--- src/rtl/game_pkg.sv ---
// Shared types and codes for the 2048 board-merge path: move directions,
// merge-unit move/strobe codes and the merge sequencer state encoding.
package game_pkg;

  localparam int BOARD_N     = 4;
  localparam int SWEEP_PASSES = 3;

  typedef enum logic [1:0] {
    DIR_LEFT  = 2'd0,
    DIR_RIGHT = 2'd1,
    DIR_UP    = 2'd2,
    DIR_DOWN  = 2'd3
  } dir_t;

  localparam logic [3:0] MOV_LEFT  = 4'b0100;
  localparam logic [3:0] MOV_RIGHT = 4'b0011;
  localparam logic [3:0] MOV_UP    = 4'b0101;
  localparam logic [3:0] MOV_DOWN  = 4'b0110;

  localparam logic [3:0] ST_MERGE = 4'b1000;
  localparam logic [3:0] ST_IDLE  = 4'b0000;

  typedef enum logic [1:0] {
    S_IDLE   = 2'd0,
    S_STEP   = 2'd1,
    S_SETTLE = 2'd2,
    S_FINISH = 2'd3
  } seq_state_t;

  // Direction to merge-unit move code.
  function automatic logic [3:0] dir_to_mov(input dir_t d);
    logic [3:0] m;
    case (d)
      DIR_LEFT:  m = MOV_LEFT;
      DIR_RIGHT: m = MOV_RIGHT;
      DIR_UP:    m = MOV_UP;
      default:   m = MOV_DOWN;
    endcase
    return m;
  endfunction

  // Right/down sweep from the far edge towards index 1.
  function automatic logic dir_is_desc(input dir_t d);
    return (d == DIR_RIGHT) || (d == DIR_DOWN);
  endfunction

endpackage

--- src/rtl/sweep_counter.sv ---
// Row/column index and pass counter for one move. Index runs 1..N-1
// (ascending) or N-1..1 (descending); idx_1 is always idx-1, so index 0 is
// never a merge source. Wrap is detected by comparing against the sweep end.
module sweep_counter
  import game_pkg::*;
#(
  parameter int N      = 4,
  parameter int PASSES = 3,
  localparam int IDX_W  = $clog2(N),
  localparam int PASS_W = (PASSES > 1) ? $clog2(PASSES) : 1
) (
  input  logic             clk,
  input  logic             rst_n,
  input  logic             load,
  input  logic             desc_in,
  input  logic             step,
  output logic [IDX_W-1:0] idx,
  output logic [IDX_W-1:0] idx_1,
  output logic             last
);

  localparam logic [IDX_W-1:0]  IDX_FIRST = IDX_W'(1);
  localparam logic [IDX_W-1:0]  IDX_LAST  = IDX_W'(N - 1);
  localparam logic [PASS_W-1:0] PASS_LAST = PASS_W'(PASSES - 1);

  logic [IDX_W-1:0]  idx_q, idx_d;
  logic [PASS_W-1:0] pass_q, pass_d;
  logic              desc_q, desc_d;

  logic [IDX_W-1:0] sweep_start;
  logic [IDX_W-1:0] sweep_end;
  logic             at_end;

  assign sweep_start = desc_q ? IDX_LAST  : IDX_FIRST;
  assign sweep_end   = desc_q ? IDX_FIRST : IDX_LAST;
  assign at_end      = (idx_q == sweep_end);
  assign last        = at_end && (pass_q == PASS_LAST);
  assign idx         = idx_q;
  assign idx_1       = idx_q - IDX_W'(1);

  // Next index/pass: load restarts the sweep, step advances or wraps to a new pass.
  always_comb begin
    idx_d  = idx_q;
    pass_d = pass_q;
    desc_d = desc_q;
    if (load) begin
      desc_d = desc_in;
      idx_d  = desc_in ? IDX_LAST : IDX_FIRST;
      pass_d = '0;
    end else if (step) begin
      if (at_end) begin
        idx_d  = sweep_start;
        pass_d = pass_q + PASS_W'(1);
      end else begin
        idx_d = desc_q ? (idx_q - IDX_W'(1)) : (idx_q + IDX_W'(1));
      end
    end
  end

  // Counter registers.
  always_ff @(posedge clk or negedge rst_n) begin
    if (!rst_n) begin
      idx_q  <= IDX_FIRST;
      pass_q <= '0;
      desc_q <= 1'b0;
    end else begin
      idx_q  <= idx_d;
      pass_q <= pass_d;
      desc_q <= desc_d;
    end
  end

endmodule

--- src/rtl/merge_sequencer.sv ---
// Board-merge initiator: takes one move per handshake and strobes the merge
// unit once per index over several sweeps, alternating a strobe cycle with a
// settle cycle so the registered board can update. Ends on sweep completion
// or when the merge unit reports checked, then pulses done.
//
// Handshake: a move is accepted on the rising edge where mv_valid and
// mv_ready are both high; mv_ready is high only in IDLE, mv_dir is captured
// on that edge, and mv_valid at any other time is ignored rather than queued.
module merge_sequencer
  import game_pkg::*;
#(
  parameter int N      = 4,
  parameter int PASSES = 3,
  localparam int IDX_W = $clog2(N)
) (
  input  logic             clk,
  input  logic             rst_n,
  input  logic             mv_valid,
  input  logic [1:0]       mv_dir,
  output logic             mv_ready,
  output logic [3:0]       mov,
  output logic [3:0]       estado,
  output logic [IDX_W-1:0] idx,
  output logic [IDX_W-1:0] idx_1,
  input  logic             checked,
  output logic             busy,
  output logic             done,
  output seq_state_t       dbg_state
);

  seq_state_t state_q, state_d;
  logic [3:0] mov_q, mov_d;
  logic       cnt_load;
  logic       cnt_step;
  logic       cnt_last;
  dir_t       dir_in;

  assign dir_in    = dir_t'(mv_dir);
  assign mov       = mov_q;
  assign dbg_state = state_q;

  sweep_counter #(
    .N      (N),
    .PASSES (PASSES)
  ) u_sweep (
    .clk     (clk),
    .rst_n   (rst_n),
    .load    (cnt_load),
    .desc_in (dir_is_desc(dir_in)),
    .step    (cnt_step),
    .idx     (idx),
    .idx_1   (idx_1),
    .last    (cnt_last)
  );

  // Next state, counter controls and Moore outputs; checked only matters in SETTLE.
  always_comb begin
    state_d  = state_q;
    mov_d    = mov_q;
    estado   = ST_IDLE;
    done     = 1'b0;
    busy     = 1'b1;
    mv_ready = 1'b0;
    cnt_load = 1'b0;
    cnt_step = 1'b0;
    case (state_q)
      S_IDLE: begin
        busy     = 1'b0;
        mv_ready = 1'b1;
        if (mv_valid) begin
          state_d  = S_STEP;
          cnt_load = 1'b1;
          mov_d    = dir_to_mov(dir_in);
        end
      end
      S_STEP: begin
        estado  = ST_MERGE;
        state_d = S_SETTLE;
      end
      S_SETTLE: begin
        if (checked || cnt_last) begin
          state_d = S_FINISH;
        end else begin
          cnt_step = 1'b1;
          state_d  = S_STEP;
        end
      end
      S_FINISH: begin
        done    = 1'b1;
        state_d = S_IDLE;
      end
      default: begin
        state_d = S_IDLE;
      end
    endcase
  end

  // State and held move code.
  always_ff @(posedge clk or negedge rst_n) begin
    if (!rst_n) begin
      state_q <= S_IDLE;
      mov_q   <= 4'b0000;
    end else begin
      state_q <= state_d;
      mov_q   <= mov_d;
    end
  end

endmodule

--- config.mk ---
export PLATFORM = sky130hd
export DESIGN_NAME = merge_sequencer
export DESIGN_NICKNAME = d
export VERILOG_FILES = /design/src/rtl/game_pkg.sv /design/src/rtl/sweep_counter.sv /design/src/rtl/merge_sequencer.sv
export SDC_FILE = /design/constraint.sdc
export NUM_CORES = 1
export LEC_CHECK = 0
export CAP_MARGIN = 20
export CORE_UTILIZATION = 35
export CTS_CLUSTER_SIZE = 12
export DETAILED_ROUTE_END_ITERATION = 12
export MAX_ROUTING_LAYER = met4
export PLACE_DENSITY = 0.67
export SETUP_SLACK_MARGIN = 0.05
export SLEW_MARGIN = 40
export SYNTH_ARGS = -nofsm -noshare
export SYNTH_HDL_FRONTEND = slang
export SYNTH_SLANG_ARGS = --single-unit
export TNS_END_PERCENT = 1
--- constraint.sdc ---
create_clock -name clk -period 1.6 [get_ports clk]
set_input_delay 0.24 -clock clk [delete_from_list [all_inputs] [get_ports clk]]
set_output_delay 0.24 -clock clk [all_outputs]
set_load 0.02 [all_outputs]
Yosys cells after proc, flatten, opt, wreduce, memory -nomap -nowiden
Cells that the tools add are included.

Equality and inequality tests: 9. $add $sub $neg: 3. Multiplexer cells: 22. Reductions and logical operators: 9.

Operators with widths (count): 2-bit two-way mux (12); 2-bit equality test, second input constant (5); 3-bit one-hot mux with 3 select lines (1); 2-bit one-hot mux with 4 select lines (1); 1-bit two-way mux (7); 2-bit by 1-bit adder with 2-bit output, second input constant (2); 2-bit by 1-bit equality test with 1-bit output, second input constant (2); 2-bit zero test (2); 4-bit two-way mux (1); 2-bit AND reduction (2); 2-bit nonzero test (2); 2-bit equality test (1); 1-bit logical OR (2); 2-bit inequality test, second input constant (1); 2-bit by 1-bit subtractor with 2-bit output, second input constant (1); 1-bit logical AND (1).

Register bits after elaboration: 11. Bits of input ports: 6.

Depth between registers and ports, before layout
Depth after elaboration: 8. Mapped depth: 5.

Cells and area by module
A second synthesis with hierarchy kept.

Cell total of the unflattened synthesis: 61. Area total of the unflattened synthesis: 596.8 um^2.

By module, submodules not included: merge_sequencer (area an instance 319.1 um^2, cells each 31, instances 1); sweep_counter (area an instance 277.8 um^2, cells each 30, instances 1).

Worst setup path before layout
No wires, ideal clock.

Path kind: flip-flop to flip-flop. From: register state_q[0] (netlist: dbg_state[0]). To: register u_sweep.idx_q[1] (netlist: u_sweep.idx[1]). Slack: 0.169 ns. Library setup time: 0.140 ns. Cell stages (with the launch flop): 5. Buffers on the path: 0. Arrival: 1.291 ns. Required time: 1.460 ns. Path through: dfrtp_1 -> nor2_1 -> nand2_1 -> nand2_1 -> o221ai_1.

Word-level cells in the longest chain between the ends: 3.

RTL lines: start: declaration (RTL line merge_sequencer.sv:31) `seq_state_t state_q, state_d;`; start signal: assignment (RTL line merge_sequencer.sv:104) `state_q <= state_d;`; 2-bit equality test or 2-bit zero test (tied branches) (RTL line merge_sequencer.sv:66) `case (state_q)`; 1-bit two-way mux (RTL line merge_sequencer.sv:66); 2-bit nonzero test (no source line) or 2-bit two-way mux (tied branches); end signal: assignment (RTL line sweep_counter.sv:67) `idx_q <= idx_d;`; end: declaration (RTL line sweep_counter.sv:26) `logic [IDX_W-1:0] idx_q, idx_d;`.

Several ways; a longest one is shown, not always the timed one. A chain may end at the register's enable or synchronous reset.

Final worst setup path
From: register state_q[0] (netlist: dbg_state[0]). To: output port dbg_state[0].

RTL lines: end: declaration (RTL line merge_sequencer.sv:28) `output seq_state_t dbg_state`.

No word-level cell between the ends.

==> results by group <==
Logic synthesis
  – Async SR Flop Fraction: 1.00
  – Seq cells post-synth: 9
  – Synth cell types: 27
  – Synth Flop Type: dfrtp_1
  – Sequential share of the synthesized area: 0.404
  – Cell taking the most area after synthesis: dfrtp_1
  – Top-area cell type share of the netlist area: 0.357
  – Most frequent cell after synthesis: dfrtp_1
  – Syn. warnings: 0
  – Mapped Cells: 59
  – Post-synth EDFFs: 0
  – Synth Cell Area: 561 um^2
  – Synth top area cells: dfrtp_1 36%, ha_1 8.9%, buf_4 6.7%
  – Post-Synthesis Mean Instance Area: 9.50 um^2
  – Synth top cells by count: 8 x dfrtp_1, 7 x nor2_1, 5 x buf_4, 5 x nand2_1

Worst setup path
  – Worst Path Required: 1.36 ns
  – Slowest cell on crit path: clkdlybuf4s50_1
  – Startpoint types: flip-flop
  – Worst R2R End: u_sweep.pass_q[1]
  – Crit path cell chain: clkdlybuf4s50_1
  – Highest cell delay on the worst timing path: 0.62 ns
  – Delay-heaviest family, CP: buffers and inverters
  – CP arrival: 1.30 ns
  – Register-to-Register Path Depth: 4
  – Buf+Inv Stages, Crit Path: 1
  – Crit-path max FO: 7
  – R2R Setup Slk: 0.27 ns
  – CP Capture Type: primary output
  – CP Class: flip-flop to primary output
  – Reg2reg start: u_sweep.idx[1]

Power and ir drop
  – Int Pwr: 810 uW
  – Clock group share of total power: 0.120
  – Psw: 669 uW
  – Register share of total power: 0.304
  – Total power: 1.48 mW
  – Sw Ratio: 0.452
  – Worst-case vdd ir drop: 874 uV
  – LEAKAGE: 0.372 nW
  – Power per cell area: 1930 nW/um^2
  – Comb power frac: 0.576

CTS
  – Worst-case clock buffer depth: 2
  – Htree depth: 1
  – Hold-fix buffers, CTS: 0
  – CTS clk-pin slew, worst paths: 0.07 ns
  – Root buffer cell: clkbuf_4
  – # clock sinks: 9
  – CTS Buf Count: 3
  – CTS tree: built
  – Clk_lat worst skew: 0.25 ns
  – Post-CTS Setup Bufs: 0
  – CTS resizes: 10

Route
  – Overall routed net length: 1.10 mm
  – Antenna Violating Nets Remaining: 0
  – Vias per cell: 4.70
  – Routed wire per std cell: 11.5 um
  – First DRT Iteration DRCs: 6
  – # DRC: 0
  – Total number of vias: 451
  – Drt pass-1 iters: 4

Placement
  – Placed inst area: 744 um^2
  – Placed cell count: 92
  – Port bufs: 18
  – Dpl hpwl: 876 um
  – Gpl congestion: 0.671
  – Pre-CTS setup slack: 0.0517 ns

Die
  – Die height: 42.0 um
  – Placement Rows: 14
  – Core Region: 1510 um^2
  – # IOs: 23
  – Die ar.: 1770 um^2
  – DIE WIDTH: 42.0 um
  – Starting density of the core: 0.372

STA
  – Worst clock skew: 0.00274 ns
  – Min Hold Slack: 0.281 ns
  – Tcrit/Tclk final: 0.962
  – Setup TNS: 0 ns
  – RSZ-0062 raised after global routing: true
  – Worst setup margin: 0.0604 ns
  – Tmin final: 1.54 ns
  – Hold violation total from the final report: 0
  – Max-slew violations: 0
  – Final setup vio count: 0
  – Highest Clock Rate: 0.650 GHz

Layout
  – Post-layout util: 0.510
  – Nets: 91
  – Synth-to-Final Area Change: 37.1%
  – Fill count: 142
  – Finished Layout Cells: 96
  – Antenna cells: 0
  – Final Cell Area: 768 um^2
  – Layout cells sized above 1: 0.163

Global route
  – Grt ovf: 0
  – Largest net degree at the start of global routing: 10
  – Initial antenna violation count: 0
  – First-pass GRT wire length: 1.81 mm
  – Vias in the first global route: 408
  – GRT Overall Usage: 0.141

Min path
  – Worst min-delay path class: input pin to async pin

Outcome
  – Status: completed

Flow run
  – Max Cap Viol: 0
## cells in the final DEF, fill, tap and decap left out, types with 2 or more instances in the layout
master	count
conb_1	4
xnor2_1	2
dfrtp_1	6
o21ai_0	3
clkbuf_4	3
inv_1	4
and2_1	3
dlygate4sd2_1	8
nand2_1	5
buf_4	2
clkdlybuf4s50_1	9
nor2_1	6
dfrtp_2	2
ha_1	4
## logic make-up after synthesis
kind of cell               count (synthesis)  share of synthesized area
adders and majority gates                  4                     0.0893
xor gates and xnor gates                   3                     0.0603
AOI/OAI and AO/OA                          9                      0.107
and+or+nand+nor                           23                      0.230
buffers and inverters                     10                      0.103
DFF                                        9                      0.404
other                                      1                    0.00669
## cell type report
class	count	area, um^2	area share
multi-input cells	43	290	0.378
flip-flops and latches	9	229	0.298
repair buffers	20	188	0.244
clock buffers	4	26.3	0.0342
well taps	16	20.0	0.0261
inverters	4	15.0	0.0195
## routing by layer
metal  track usage  wire length (um)  part of all wire  vias to the layer above
li1              -                 -                 -                      226
met1         0.184               511              0.46                      212
met2         0.219               540              0.49                       11
met3        0.0129                31             0.028                        2
met4        0.0750                19             0.017                        0
met5             -                 0                 0                        -
## flip-flops by register name, summed over array words and instances, names as in the netlist
| name | flops |
|---|---|
| u_sweep.pass_q | 2 |
| mov | 2 |
| u_sweep.desc_q | 1 |
| u_sweep.idx | 2 |
| dbg_state | 2 |
## power groups by stage
stage	registers (mW)	logic, mW	clock network, mW
after floorplan	0.510	0.472	0
after global placement	0.443	0.924	0
after detailed placement	0.448	0.930	0
after CTS	0.447	0.860	0.181
after global routing	0.471	0.918	0.197
final	0.449	0.852	0.178
## worst register-to-register path, stage by stage (launching register included)
cell      delay [ns]
dfrtp_1         0.45
xor2_2          0.28
nand4b_2        0.17
or2_0           0.24
a21oi_2         0.11
## how the worst max path moves through the flow
stage | cells after the start | to | start | slack, ns
final | 1 | dbg_state[0] | dbg_state[0] | 0.06
after global routing | 1 | dbg_state[0] | dbg_state[0] | 0.01
after CTS | 3 | busy | dbg_state[0] | -0.14
after detailed placement | 2 | mv_ready | dbg_state[0] | 0.05
after global placement | 2 | mv_ready | dbg_state[0] | 0.07
after floorplan | 4 | u_sweep.idx[1] | dbg_state[0] | 0.17
(Power assumes the default switching activity.)
